### src/rtl/npu_wb_mailbox.sv
// Wishbone-slave mailbox: per-channel CMD FIFOs toward the NPU, RES FIFOs back, sticky error status.
// Optional per-channel interrupt logic is compiled in with `define NPU_MBOX_IRQ_EN.
module npu_wb_mailbox #(
  parameter int          NCH      = 2,
  parameter int          DEPTH    = 8,
  parameter logic [31:0] BASE_ADR = 32'h3000_0000
) (
  input  logic              wb_clk_i,
  input  logic              wb_rst_ni,
  input  logic              wbs_cyc_i,
  input  logic              wbs_stb_i,
  input  logic              wbs_we_i,
  input  logic [3:0]        wbs_sel_i,
  input  logic [31:0]       wbs_adr_i,
  input  logic [31:0]       wbs_dat_i,
  output logic [31:0]       wbs_dat_o,
  output logic              wbs_ack_o,
  output logic [NCH-1:0]    cmd_valid_o,
  output logic [32*NCH-1:0] cmd_data_o,
  input  logic [NCH-1:0]    cmd_ready_i,
  input  logic [NCH-1:0]    res_valid_i,
  input  logic [32*NCH-1:0] res_data_i,
  output logic [NCH-1:0]    res_ready_o,
  output logic [NCH-1:0]    irq_o
);

  localparam int            AW   = $clog2(DEPTH);
  localparam int            CW   = AW + 1;
  localparam logic [CW-1:0] FULL = CW'(DEPTH);

  typedef enum logic [1:0] {
    REG_CMD    = 2'd0,
    REG_RES    = 2'd1,
    REG_STATUS = 2'd2,
    REG_IRQ_EN = 2'd3
  } reg_e;

  // sticky bit positions: [0] OVF, [1] UDF, [2] ERR
  logic                    run_q, run_d;
  logic                    ack_q, ack_d;
  logic [31:0]             dat_q, dat_d;
  logic [NCH-1:0][AW-1:0]  cmd_wptr_q, cmd_wptr_d, cmd_rptr_q, cmd_rptr_d;
  logic [NCH-1:0][AW-1:0]  res_wptr_q, res_wptr_d, res_rptr_q, res_rptr_d;
  logic [NCH-1:0][CW-1:0]  cmd_cnt_q, cmd_cnt_d, res_cnt_q, res_cnt_d;
  logic [NCH-1:0][2:0]     sticky_q, sticky_d;
  logic [31:0]             cmd_mem_q [NCH][DEPTH];
  logic [31:0]             res_mem_q [NCH][DEPTH];

  logic [NCH-1:0]          cmd_push, cmd_pop, res_push, res_pop;
  logic [NCH-1:0][2:0]     sts_set, sts_clr;
  logic                    hit, acc;
  logic [3:0]              chan;
  reg_e                    reg_sel;
  logic [31:0]             rdata;
  logic                    unused_adr;

`ifdef NPU_MBOX_IRQ_EN
  logic [NCH-1:0][1:0]     irq_en_q, irq_en_d;
  logic [NCH-1:0]          irq_q, irq_d;
`endif

  assign chan       = wbs_adr_i[7:4];
  assign reg_sel    = reg_e'(wbs_adr_i[3:2]);
  assign unused_adr = ^wbs_adr_i[1:0];
  assign hit        = wbs_cyc_i & wbs_stb_i & (wbs_adr_i[31:8] == BASE_ADR[31:8]);
  // An access is performed only in the cycle that raises ack; the following cycle is a forced gap.
  assign acc        = hit & ~ack_q & run_q;

  // Register decode, FIFO handshakes and read-data mux.
  always_comb begin
    cmd_push = '0;
    cmd_pop  = '0;
    res_push = '0;
    res_pop  = '0;
    sts_set  = '0;
    sts_clr  = '0;
    rdata    = '0;
    for (int c = 0; c < NCH; c++) begin
      cmd_pop[c]  = (cmd_cnt_q[c] != '0) & cmd_ready_i[c];
      res_push[c] = res_valid_i[c] & res_ready_o[c];
      if (acc && int'(chan) == c) begin
        case (reg_sel)
          REG_CMD: if (wbs_we_i) begin
            if (wbs_sel_i != 4'hF)       sts_set[c][2] = 1'b1;
            else if (cmd_cnt_q[c] == FULL) sts_set[c][0] = 1'b1;
            else                         cmd_push[c]   = 1'b1;
          end
          REG_RES: if (!wbs_we_i) begin
            if (res_cnt_q[c] == '0) sts_set[c][1] = 1'b1;
            else begin
              res_pop[c] = 1'b1;
              rdata      = res_mem_q[c][res_rptr_q[c]];
            end
          end
          REG_STATUS: begin
            if (wbs_we_i) sts_clr[c] = wbs_dat_i[2:0];
            else rdata = {11'b0, 5'(res_cnt_q[c]), 3'b0, 5'(cmd_cnt_q[c]), 5'b0, sticky_q[c]};
          end
          REG_IRQ_EN: begin
`ifdef NPU_MBOX_IRQ_EN
            if (!wbs_we_i) rdata = {30'b0, irq_en_q[c]};
`endif
          end
          default: ;
        endcase
      end
    end
  end

  always_comb begin
    run_d = 1'b1;
    ack_d = acc;
    dat_d = (acc && !wbs_we_i) ? rdata : '0;
    for (int c = 0; c < NCH; c++) begin
      cmd_wptr_d[c] = cmd_wptr_q[c] + AW'(cmd_push[c]);
      cmd_rptr_d[c] = cmd_rptr_q[c] + AW'(cmd_pop[c]);
      cmd_cnt_d[c]  = cmd_cnt_q[c] + CW'(cmd_push[c]) - CW'(cmd_pop[c]);
      res_wptr_d[c] = res_wptr_q[c] + AW'(res_push[c]);
      res_rptr_d[c] = res_rptr_q[c] + AW'(res_pop[c]);
      res_cnt_d[c]  = res_cnt_q[c] + CW'(res_push[c]) - CW'(res_pop[c]);
      // Set is OR-ed after the clear mask so a coincident set event wins.
      sticky_d[c]   = (sticky_q[c] & ~sts_clr[c]) | sts_set[c];
    end
  end

  // run_q is the clock-synchronised reset release; nothing advances until it is high.
  always_ff @(posedge wb_clk_i or negedge wb_rst_ni) begin
    if (!wb_rst_ni) begin
      run_q      <= 1'b0;
      ack_q      <= 1'b0;
      dat_q      <= '0;
      cmd_wptr_q <= '0;
      cmd_rptr_q <= '0;
      cmd_cnt_q  <= '0;
      res_wptr_q <= '0;
      res_rptr_q <= '0;
      res_cnt_q  <= '0;
      sticky_q   <= '0;
    end else begin
      run_q      <= run_d;
      ack_q      <= ack_d;
      dat_q      <= dat_d;
      cmd_wptr_q <= cmd_wptr_d;
      cmd_rptr_q <= cmd_rptr_d;
      cmd_cnt_q  <= cmd_cnt_d;
      res_wptr_q <= res_wptr_d;
      res_rptr_q <= res_rptr_d;
      res_cnt_q  <= res_cnt_d;
      sticky_q   <= sticky_d;
    end
  end

  // NOTE: FIFO storage is deliberately not reset; counts gate every read, so stale words are never visible.
  always_ff @(posedge wb_clk_i) begin
    for (int c = 0; c < NCH; c++) begin
      if (cmd_push[c]) cmd_mem_q[c][cmd_wptr_q[c]] <= wbs_dat_i;
      if (res_push[c]) res_mem_q[c][res_wptr_q[c]] <= res_data_i[c*32 +: 32];
    end
  end

  always_comb begin
    cmd_valid_o = '0;
    cmd_data_o  = '0;
    res_ready_o = '0;
    for (int c = 0; c < NCH; c++) begin
      cmd_valid_o[c]          = cmd_cnt_q[c] != '0;
      cmd_data_o[c*32 +: 32]  = cmd_mem_q[c][cmd_rptr_q[c]];
      res_ready_o[c]          = run_q & (res_cnt_q[c] < FULL);
    end
  end

  assign wbs_ack_o = ack_q;
  assign wbs_dat_o = dat_q;

`ifdef NPU_MBOX_IRQ_EN
  always_comb begin
    irq_en_d = irq_en_q;
    irq_d    = '0;
    for (int c = 0; c < NCH; c++) begin
      if (acc && wbs_we_i && reg_sel == REG_IRQ_EN && int'(chan) == c)
        irq_en_d[c] = wbs_dat_i[1:0];
      irq_d[c] = (irq_en_q[c][0] & (res_cnt_q[c] != '0)) | (irq_en_q[c][1] & (|sticky_q[c]));
    end
  end

  always_ff @(posedge wb_clk_i or negedge wb_rst_ni) begin
    if (!wb_rst_ni) begin
      irq_en_q <= '0;
      irq_q    <= '0;
    end else begin
      irq_en_q <= irq_en_d;
      irq_q    <= irq_d;
    end
  end

  assign irq_o = irq_q;
`else
  assign irq_o = '0;
`endif

endmodule

### config.mk
export PLATFORM = sky130hd
export DESIGN_NAME = npu_wb_mailbox
export DESIGN_NICKNAME = d
export VERILOG_FILES = /design/src/rtl/npu_wb_mailbox.sv
export SDC_FILE = /design/constraint.sdc
export NUM_CORES = 1
export LEC_CHECK = 0
export BUFFER_PORTS_ARGS = -buffer_cell sky130_fd_sc_hd__buf_2
export CAP_MARGIN = 15
export CORE_ASPECT_RATIO = 0.8
export CORE_MARGIN = 1
export CORE_UTILIZATION = 35
export CTS_BUF_LIST = sky130_fd_sc_hd__clkbuf_4 sky130_fd_sc_hd__clkbuf_8
export DETAILED_ROUTE_END_ITERATION = 8
export PLACE_DENSITY_LB_ADDON = 0.15
export RECOVER_POWER = 100
export SYNTH_ARGS = -nofsm -noshare
export SYNTH_HDL_FRONTEND = slang
export SYNTH_SLANG_ARGS = --single-unit
export TNS_END_PERCENT = 30
### constraint.sdc
create_clock -name wb_clk_i -period 10.5 [get_ports wb_clk_i]
set_input_delay 1.575 -clock wb_clk_i [delete_from_list [all_inputs] [get_ports wb_clk_i]]
set_output_delay 1.575 -clock wb_clk_i [all_outputs]
set_load 0.03 [all_outputs]
Yosys cells after proc, flatten, opt, wreduce, memory -nomap -nowiden
Memory sizes are Yosys's and may differ from the RTL's.
Cells that the tools add are included.
{"block": "totals", "regBits": 80, "mem_bits_rw": 1024, "in_bits": 141, "output_inout_bits": 103, "word_cells": 179, "mem_count": 2}
{"name": "cmd_mem_q", "depth": 2, "word_bits": 256, "rd": 2, "rd_clocked_by_memory_dff": 0, "write_ports": 1, "line": "46", "text": "logic [31:0] cmd_mem_q [NCH][DEPTH];"}
{"name": "res_mem_q", "depth": 2, "word_bits": 256, "rd": 2, "rd_clocked_by_memory_dff": 0, "write_ports": 2, "line": "47", "text": "logic [31:0] res_mem_q [NCH][DEPTH];"}
{"block": "classes", "add_sub_neg": 16, "n_lt_le_gt_ge": 14, "n_eq_ne": 7, "n_mux": 83, "bitwise_logic": 25, "n_reduce_logical": 15}
{"op": "two-way mux 256 bit", "n": 6}
{"op": "two-way mux 32 bit", "n": 20}
{"op": "binary-select mux 32 bit (select 3 bit)", "n": 4}
{"op": "demux 32 bit (select 3 bit)", "n": 4}
{"op": "OR reduction 256 bit", "n": 1}
{"op": "case mux 32 bit (2 select lines)", "n": 2}
{"op": "two-way mux 1 bit", "n": 40}
{"op": ">= comparator 4 bit (second input constant)", "n": 8}
{"op": "NOT 3 -> 4 bit", "n": 8}
{"op": "adder 3 x 1 -> 3 bit", "n": 8}
{"op": "equality test 24 x 22 -> 1 bit (second input constant)", "n": 1}
{"op": "two-way mux 20 bit", "n": 1}
{"op": "two-way mux 3 bit", "n": 6}
{"op": "adder 4 x 1 -> 4 bit", "n": 4}
{"op": "less-than comparator 4 x 1 -> 1 bit (second input constant)", "n": 4}
{"op": "subtractor 4 x 1 -> 4 bit", "n": 4}
{"op": "logical NOT 4 bit", "n": 3}
{"op": "AND 1 bit", "n": 10}
{"op": "equality test 4 bit (second input constant)", "n": 2}
{"op": "less-than comparator 4 bit (second input constant)", "n": 2}
{"op": "nonzero test 4 bit", "n": 2}
{"op": "logical AND 1 bit", "n": 7}
{"op": "AND 3 bit", "n": 2}
{"op": "NOT 3 bit", "n": 2}
{"op": "8 further kinds", "n": 9}

Longest topological paths before layout
Gate-level depths: netlist of run 1.
{"block": "logic_depth", "word_depth": 13, "mapped_depth": 13}

Worst setup path before layout of run 1
No wires, ideal clock.
{"block": "synth_timing", "path_kind": "input to register", "startpoint": "input wbs_adr_i[4]", "endpoint": "memory cmd_mem_q[0][128] in the netlist's numbering, enable pin", "setup_ns": 0.513, "arrival_ns": 5.945, "required_time_ns": 9.987, "setup_slack_ns": 4.042, "cell_stages": 4, "path_buffers": 1, "cell_sequence": "or4_4 nand4b_1 clkbuf_1 nor4b_1"}
{"block": "synth_between", "elab_chain_cells": 7, "elab_cells_between_ends": 13, "classes_between": "1 x eq/ne; 8 x mux; 4 x reduce/logical"}
{"element": "start: declaration", "line": "14", "text": "input logic [31:0] wbs_adr_i,"}
{"element": "equality test 4 x 2 -> 1 bit", "line": "81", "text": "if (acc && int'(chan) == c) begin"}
{"element": "logical AND 1 bit", "line": "81"}
{"element": "two-way mux 1 bit", "line": "81"}
{"element": "two-way mux 1 bit", "line": "156", "text": "if (cmd_push[c]) cmd_mem_q[c][cmd_wptr_q[c]] <= wbs_dat_i;"}
{"element": "two-way mux 256 bit (implied by the code)", "line": "156"}
{"element": "OR reduction 256 bit (no source line)"}
{"element": "two-way mux 1 bit (no source line) or two-way mux 256 bit (tied branches)"}
{"element": "end: declaration", "line": "46"}
Parallel ways exist; a longest one is shown, timed or not.

Worst setup path in the final report of run 1
{"block": "layout_timing", "startpoint": "register cmd_rptr_q[3] in the netlist's numbering", "endpoint": "output cmd_data_o[37]"}
{"block": "layout_between", "elab_chain_cells": 4}
{"element": "start: declaration", "line": "42", "text": "logic [NCH-1:0][AW-1:0] cmd_wptr_q, cmd_wptr_d, cmd_rptr_q, cmd_rptr_d;"}
{"element": "start signal: assignment", "line": "144", "text": "cmd_rptr_q <= cmd_rptr_d;"}
{"element": "NOT 3 -> 4 bit (implied by the code)", "line": "167", "text": "cmd_data_o[c*32 +: 32] = cmd_mem_q[c][cmd_rptr_q[c]];"}
{"element": "binary-select mux 32 bit (select 3 bit)", "line": "167"}
{"element": "two-way mux 32 bit (implied by the code) (2 in series)", "line": "167"}
{"element": "end: declaration", "line": "19", "text": "output logic [32*NCH-1:0] cmd_data_o,"}
No other way between the ends. The select of a mux whose other input is x is not followed.

==> results of run 1 <==
-- layout make-up --
| class | instances | area (µm²) | share of cell area [%] |
|---|---|---|---|
| multi-input cells | 683 | 9260 | 19.0 |
| well taps | 1610 | 2010 | 4.13 |
| diodes | 7 | 17.5 | 0.0359 |
| flip-flops and latches | 1104 | 32800 | 67.1 |
| inverters | 31 | 116 | 0.238 |
| clock buffers | 255 | 3070 | 6.29 |
| clock inverters | 62 | 368 | 0.754 |
| repair buffers | 293 | 1190 | 2.44 |
-- power by group through the flow --
stage | Clock (mW) | Sequential, mW | Combinational [mW]
floorplan | 0 | 4.94 | 1.43
global placement | 0 | 5.09 | 1.89
detailed placement | 0 | 5.09 | 1.91
CTS | 3.71 | 5.00 | 1.92
global route | 3.90 | 5.00 | 1.96
finish | 3.59 | 4.98 | 1.83
-- layout by cell type, fill, tap and decap left out, types with 28 or more instances in the layout --
| master | synthesis | routed |
|---|---|---|
| clkbuf_4 | 0 | 70 |
| clkbuf_1 | 46 | 239 |
| edfxtp_1 | 1024 | 1024 |
| dfrtp_1 | 80 | 71 |
| mux4_2 | 245 | 245 |
| clkinv_1 | 0 | 34 |
| inv_1 | 31 | 31 |
| clkbuf_8 | 0 | 185 |
| nand2_1 | 40 | 40 |
| mux2i_1 | 59 | 59 |
| buf_2 | 28 | 45 |
| ha_1 | 41 | 41 |
| o22ai_1 | 28 | 28 |
| mux2_2 | 79 | 76 |
-- cell usage after synthesis, drive strengths merged --
library cell	count
nor4b	10
nor3	6
nor4	10
ha	41
a21o	4
inv	31
and4bb	1
or4b	3
nor2b	7
mux2	79
nor4bb	1
buf	45
edfxtp	1024
nand4	3
fa	4
and4	1
o41ai	6
o311ai	1
or3b	2
clkbuf	46
o31ai	13
nand3	6
and3	3
and2	5
or3	1
nand2b	15
mux4	245
a2111oi	1
a21oi	4
dfrtp	80
o22ai	28
nand2	40
o21ai	15
nand4b	1
or4	1
a22o	14
xnor2	3
mux2i	59
nor2	34
xor2	13
conb	2
-- registers in the layout, summed over array words and instances, names as in the netlist --
| register | count |
|---|---|
| cmd_rptr_q | 6 |
| wbs_dat_o | 32 |
| res_wptr_q | 6 |
| wbs_ack_o | 1 |
| sticky_q | 6 |
| run_q | 1 |
| res_mem_q | 512 |
| cmd_wptr_q | 6 |
| res_rptr_q | 6 |
| cmd_cnt_q | 8 |
| res_cnt_q | 8 |
| cmd_mem_q | 512 |
-- metrics by stage --
stage / setup WS [ps] / area [µm²] / util (%) / power [mW] / hold slack, ps
floorplan: 4040 / 42500 / - / 6.38 / 463
global placement: 5800 / 45900 / 38.4 / 6.98 / 494
detailed placement: 5720 / 45900 / 38.4 / 7.00 / 492
CTS: 5030 / 49300 / 41.3 / 10.6 / 506
global route: 2700 / 48800 / 40.8 / 10.9 / 547
finish: 3360 / 48800 / 40.8 / 10.4 / 511
-- cells by family (layout without fill, tap and decap cells) --
group,Yosys count,after routing
other,2,10
flip-flops,1104,1104
adder cells (fa/ha/maj),45,45
AO/OA/AOI/OAI,86,86
XOR/XNOR,16,16
multiplexers,383,383
AND/OR/NAND/NOR,150,150
buffers and inverters,122,641
-- worst max-delay path by stage --
stage	end	from	slack [ps]	depth (start not counted)
after CTS	cmd_data_o[51]	cmd_rptr_q[3]	5030	4
final	cmd_data_o[37]	cmd_rptr_q[3]	3360	4
after global routing	cmd_data_o[51]	cmd_rptr_q[3]	2700	4
after floorplan	cmd_mem_q[0][128]	wbs_adr_i[4]	4040	4
after detailed placement	cmd_cnt_q[2]	wbs_adr_i[31]	5720	10
after global placement	cmd_cnt_q[2]	wbs_adr_i[15]	5800	10
-- layer usage --
layer / vias to the layer above / GRT usage [%] / routed length [µm]
li1: 8729 / - / -
met1: 10900 / 22.1 / 43800
met2: 499 / 27.4 / 50000
met3: 182 / 3.77 / 5150
met4: 18 / 5.70 / 2340
met5: - / 0 / 111
-- worst min-delay path, stage by stage (launching register included) --
cell,delay (ps)
dfrtp_1,350
o41ai_1,70
o21ai_0,60
==> impl_results.md, run 1 <==
* Slew Viols, Final at between 1000 and 1500
* Wire per inst at 25.1 µm
* CTS resizes at 0
* Hold Path Origin: sticky_q[3]
* Hold Vio Cnt, Final at 0
* First DRT Iteration DRCs at about 1300
* # fillers at between 10000 and 15000
* RR Startpoint: res_rptr_q[0]
* DRT Pass-1 Iters at 5
* Failing checks: capacitance limit, slew limit
* Static Leakage at between 15 and 20 nW
* # H-tree levels at 4
* Row cnt at 113
* Final worst path period share at between 60% and 70%
* # DRC at 0
* Compound-Gate Fraction of Synth Area at 1.39%
* Number of port buffers at 239
* Switching Share at 27.7%
* Final setup vio count at 0
* Max-Cap Viols at 34
* Nets at 2477
* Synthesized area per cell at 22.3 µm²
* Ports at 244
* Initial core utilization at 35.5%
* Post-CTS Setup Inserts at 0
* Initial antenna violation count at 21
* Core area at around 120000 µm²
* Sw power at 2.88 mW
* Clock power frac at 34.5%
* Cell count after synthesis at 1908
* Crit start category: flip-flop
* Synth cell types at 50
* Adder-cell share of the synthesized area at 1.40%
* Antenna-violating nets left at 0
* Largest area contributor in the netlist: edfxtp_1
* RSZ-0062 raised after global routing: false
* Arr. time, crit path at 5570 ps
* CP bufs+invs at 2
* PwrDens at 213 nW/µm²
* Synthesis Warnings at 0
* Max Freq at 140 MHz
* Comb power frac at 17.6%
* HP Class: flip-flop to flip-flop
* Post-CTS Hold Buffers at 0
* Worst rel slew slack at -193%
* VDD IR max at between 0.1 and 0.15 mV
* Die Width at between 300 and 400 µm
* Routed vias/inst at 5.03
* Total track usage at 16.8%
* #FFs+latches synth at between 1000 and 1500
* First-pass GRT wire length at about 150000 µm
* Top post-synthesis cells by area: edfxtp_1, mux4_2, dfrtp_1, mux2_2, mux2i_1
* Mux contribution to synthesized area at roughly 16%
* Min-Delay Path Depth at 2
* CP Capture Type: output port
* R2R cell count at 5
* Critical path class: flip-flop to output port
* Cell chosen for the clock root: clkbuf_8
* Syn Std Cell Area at 42500 µm²
* Largest family of logic cells by synthesized area: multiplexers
* CTS Sinks at around 1100
* Max FO, Critical Path at 35
* Die height at approximately 310 µm
* Setup TNS at 0 ps
* Outcome: finished, violations left
* Worst skew pair latency at 850 ps
* Layout cells sized above 1 at 28.4%
* TritonCTS clock tree: built
* Post-layout min period at about 7100 ps
* Sequential share of the synthesized area at 77.1%
* Gpl congestion at 0.751
* Worst-margin pin slew at approximately 4400 ps
* Post-detail-place hpwl at 57000 µm
* Synth top area share at 72.4%
* Reg-to-Reg End: wbs_dat_o[16]
* Total grt overflow at 0
* Post-Synth Simple-Gate Area at 1.98%
* P&R area growth vs syn at 14.9%
* Worst stage delay on the critical path at 2470 ps
* Full die area at 123000 µm²
* Final non-filler cell total at 4045
* Worst Hold End: sticky_q[3]
* Placed Cells incl. Taps at 3721
* CP cell instances: clkbuf_1 -> mux4_2 -> mux2_1 -> buf_2
* Largest delay share family, worst path: buffers and inverters
* R2R Setup Slk at 4610 ps
* Vias in the first global route at around 22000
* Bufs on Longest Clock Path at 3
* Via count at 20300
* Power Internal at roughly 7.5 mW
* TritonCTS Buffers at 178
* Largest net degree at the start of global routing at 69
* DRT Wirelength at 101000 µm
* Clk_skew at 33.5 ps
* Crit-path slowest cell: clkbuf_1
* Register share of total power at 47.9%
* Post-Synth XOR/XNOR Area at less than 1%
* Clock-pin slew on the worst setup and hold paths at 60 ps
* Req. time, crit path at 8930 ps
No activity file was read; power rests on OpenSTA's default activity.
==> inputs of run 2 (changes only) <==
==> constraint.sdc (replaced) <==
create_clock -name wb_clk_i -period 6.5 [get_ports wb_clk_i]
set_input_delay 0.975 -clock wb_clk_i [delete_from_list [all_inputs] [get_ports wb_clk_i]]
set_output_delay 0.975 -clock wb_clk_i [all_outputs]
set_load 0.03 [all_outputs]
==> impl_results.md, run 2 (synthesis gave the netlist of run 1 again) <==
* Outcome: finished, violations left
* Failing checks: capacitance limit, slew limit
* Hold Vio Cnt, Final at 0 (unchanged)
* Seq. cell area at 32800 µm² (about the same)
* Critical path class: flip-flop to output port
* Routed vias/inst at 4.96 (-1.3%)
* # fillers at 10700 (+0.14%)
* Arr. time, crit path at 4200 ps (-1370 ps)
* Total track usage at 16.6% (-0.14 points)
* Max-Cap Viols at 37 (+8.8%)
* Placed instance area at 45900 µm² (about the same)
* # H-tree levels at 4 (unchanged)
* PwrDens at 347 nW/µm² (+63%)
* P&R area growth vs syn at 15.2%
* Initial antenna violation count at 21 (unchanged)
* Initial core utilization at 35.5% (unchanged)
* Antenna-violating nets left at 0 (unchanged)
* Total grt overflow at 0 (unchanged)
* Post-route cell area at 48900 µm² (+0.25%)
* First DRT Iteration DRCs at 1188 (-7.7%)
* HP Class: input port to flip-flop
* CP Capture Type: output port
* Clock power frac at 35.1% (+0.6 points)
* Number of port buffers at 239 (unchanged)
* TritonCTS clock tree: built
* Clk_skew at 36.9 ps (+3.42 ps)
* First-pass GRT wire length at 146000 µm (-0.88%)
* Ports at 244 (unchanged)
* Die height at 314 µm (unchanged)
* Nets at 2480 (+0.12%)
* Commonest cells after routing, fill and taps aside: edfxtp_1, mux4_2, clkbuf_1
* Placed Cells incl. Taps at 3723 (+0.054%)
* Max FO, Critical Path at 36 (+2.9%)
* RSZ-0062 raised after global routing: false
* Final worst path period share at 79.5%
* # DRC at 0 (unchanged)
* Slew Viols, Final at 953 (-12%)
* Final worst setup slack at 1330 ps (-2030 ps)
* Via count at 20100 (-1.1%)
* Comb power frac at 17.3% (-0.3 points)
* Setup WS pre-CTS at 2290 ps (-3430 ps)
* Static Leakage at 15.5 nW (+0.72%)
* Crit start category: flip-flop
* Req. time, crit path at 5520 ps (-3410 ps)
* Bufs on Longest Clock Path at 3 (unchanged)
* Sw power at 4.70 mW (+63%)
* TritonCTS Buffers at 178 (unchanged)
* Clock-pin slew on the worst setup and hold paths at 60 ps (about the same)
* Row cnt at 113 (unchanged)
* Area occupied by multi-input gates at 9200 µm² (-0.59%)
* Vias in the first global route at 21600 (-0.36%)
* Overall power at 17.0 mW (+63%)
* Post-detail-place hpwl at 58500 µm (+2.6%)
* Cell chosen for the clock root: clkbuf_8
* Post-CTS Setup Inserts at 0 (unchanged)
* Die Width at 391 µm (unchanged)
* Largest net degree at the start of global routing at 66 (-4.3%)
* Final setup vio count at 0 (unchanged)
* Register share of total power at 47.5% (-0.4 points)
* Worst rel slew slack at -118% (+76 points)
* Full die area at 123000 µm² (unchanged)
* Max Freq at ~190 MHz
* Power Internal at 12.3 mW (+63%)
* Final non-filler cell total at 4054 (+0.22%)
* Core area at 119000 µm² (unchanged)
* Most common cell after layout, fill and taps aside: edfxtp_1
* VDD IR max at 0.173 mV (+59%)
* DRT Wirelength at 101000 µm (-0.53%)
* CTS Sinks at 1104 (unchanged)
* DRT Pass-1 Iters at 5 (unchanged)
* Fin Hold WS at 467 ps (-44.3 ps)
* Worst-margin pin slew at 3270 ps (-1130 ps)
* Util after Layout at 40.9% (+0.10 points)
* Post-layout min period at 5170 ps
* Layout cells sized above 1 at 28.7% (+0.28 points)
* Wire per inst at 24.9 µm (-0.75%)
* Switching Share at 27.7% (about the same)
* Gpl congestion at 0.745 (-0.83%)
* Worst skew pair latency at 860 ps (about the same)
* Setup TNS at 0 ps (unchanged)
[run 2: critical path: stages (launching register included)]
cell      delay, ps
dfrtp_1        1740
buf_4           660
mux4_2          380
mux2_2          270
clkbuf_1        280
[run 2: metal layers]
| metal | up-vias | track usage [%] | wire length (µm) |
|---|---|---|---|
| li1 | 8743 | - | - |
| met1 | 10700 | 21.5 | 43200 |
| met2 | 454 | 27.2 | 49600 |
| met3 | 172 | 4.23 | 5580 |
| met4 | 26 | 5.79 | 2300 |
| met5 | - | 0 | 146 |
[run 2: layout make-up]
| cell class | instances | share of cell area [%] |
|---|---|---|
| Clock inverter | 71 | 0.944 |
| Inverter | 31 | 0.238 |
| Clock buffer | 254 | 6.38 |
| Sequential cell | 1104 | 67.0 |
| Tap cell | 1610 | 4.12 |
| Antenna cell | 5 | 0.0256 |
| Timing Repair Buffer | 296 | 2.50 |
| Multi-Input combinational cell | 683 | 18.8 |
[run 2: power by group through the flow]
stage | Clock, mW | Sequential, mW | Combinational, mW
CTS | 6.15 | 8.09 | 3.07
finish | 5.97 | 8.07 | 2.94
global placement | 0 | 8.23 | 3.04
floorplan | 0 | 7.99 | 2.32
global route | 6.47 | 8.10 | 3.14
detailed placement | 0 | 8.24 | 3.06
[run 2: path summary, 6_finish.rpt]
check,startpoint,to,slack [ps],depth (start not counted)
max,cmd_rptr_q[1],cmd_data_o[24],1330,4
min,res_data_i[45],res_mem_q[0][397],470,1
max reg2reg,res_cnt_q[7],res_mem_q[0][491],1790,6
min reg2reg,sticky_q[2],sticky_q[2],510,2
max in group asynchronous,wb_rst_ni,cmd_rptr_q[0],3950,3
min in group asynchronous,wb_rst_ni,wbs_dat_o[7],860,2
[run 2: what timing repair did]
action,CTS,global route
gates resized for setup,0,0
hold buffers,1,0
endpoints found under the hold margin,15,0
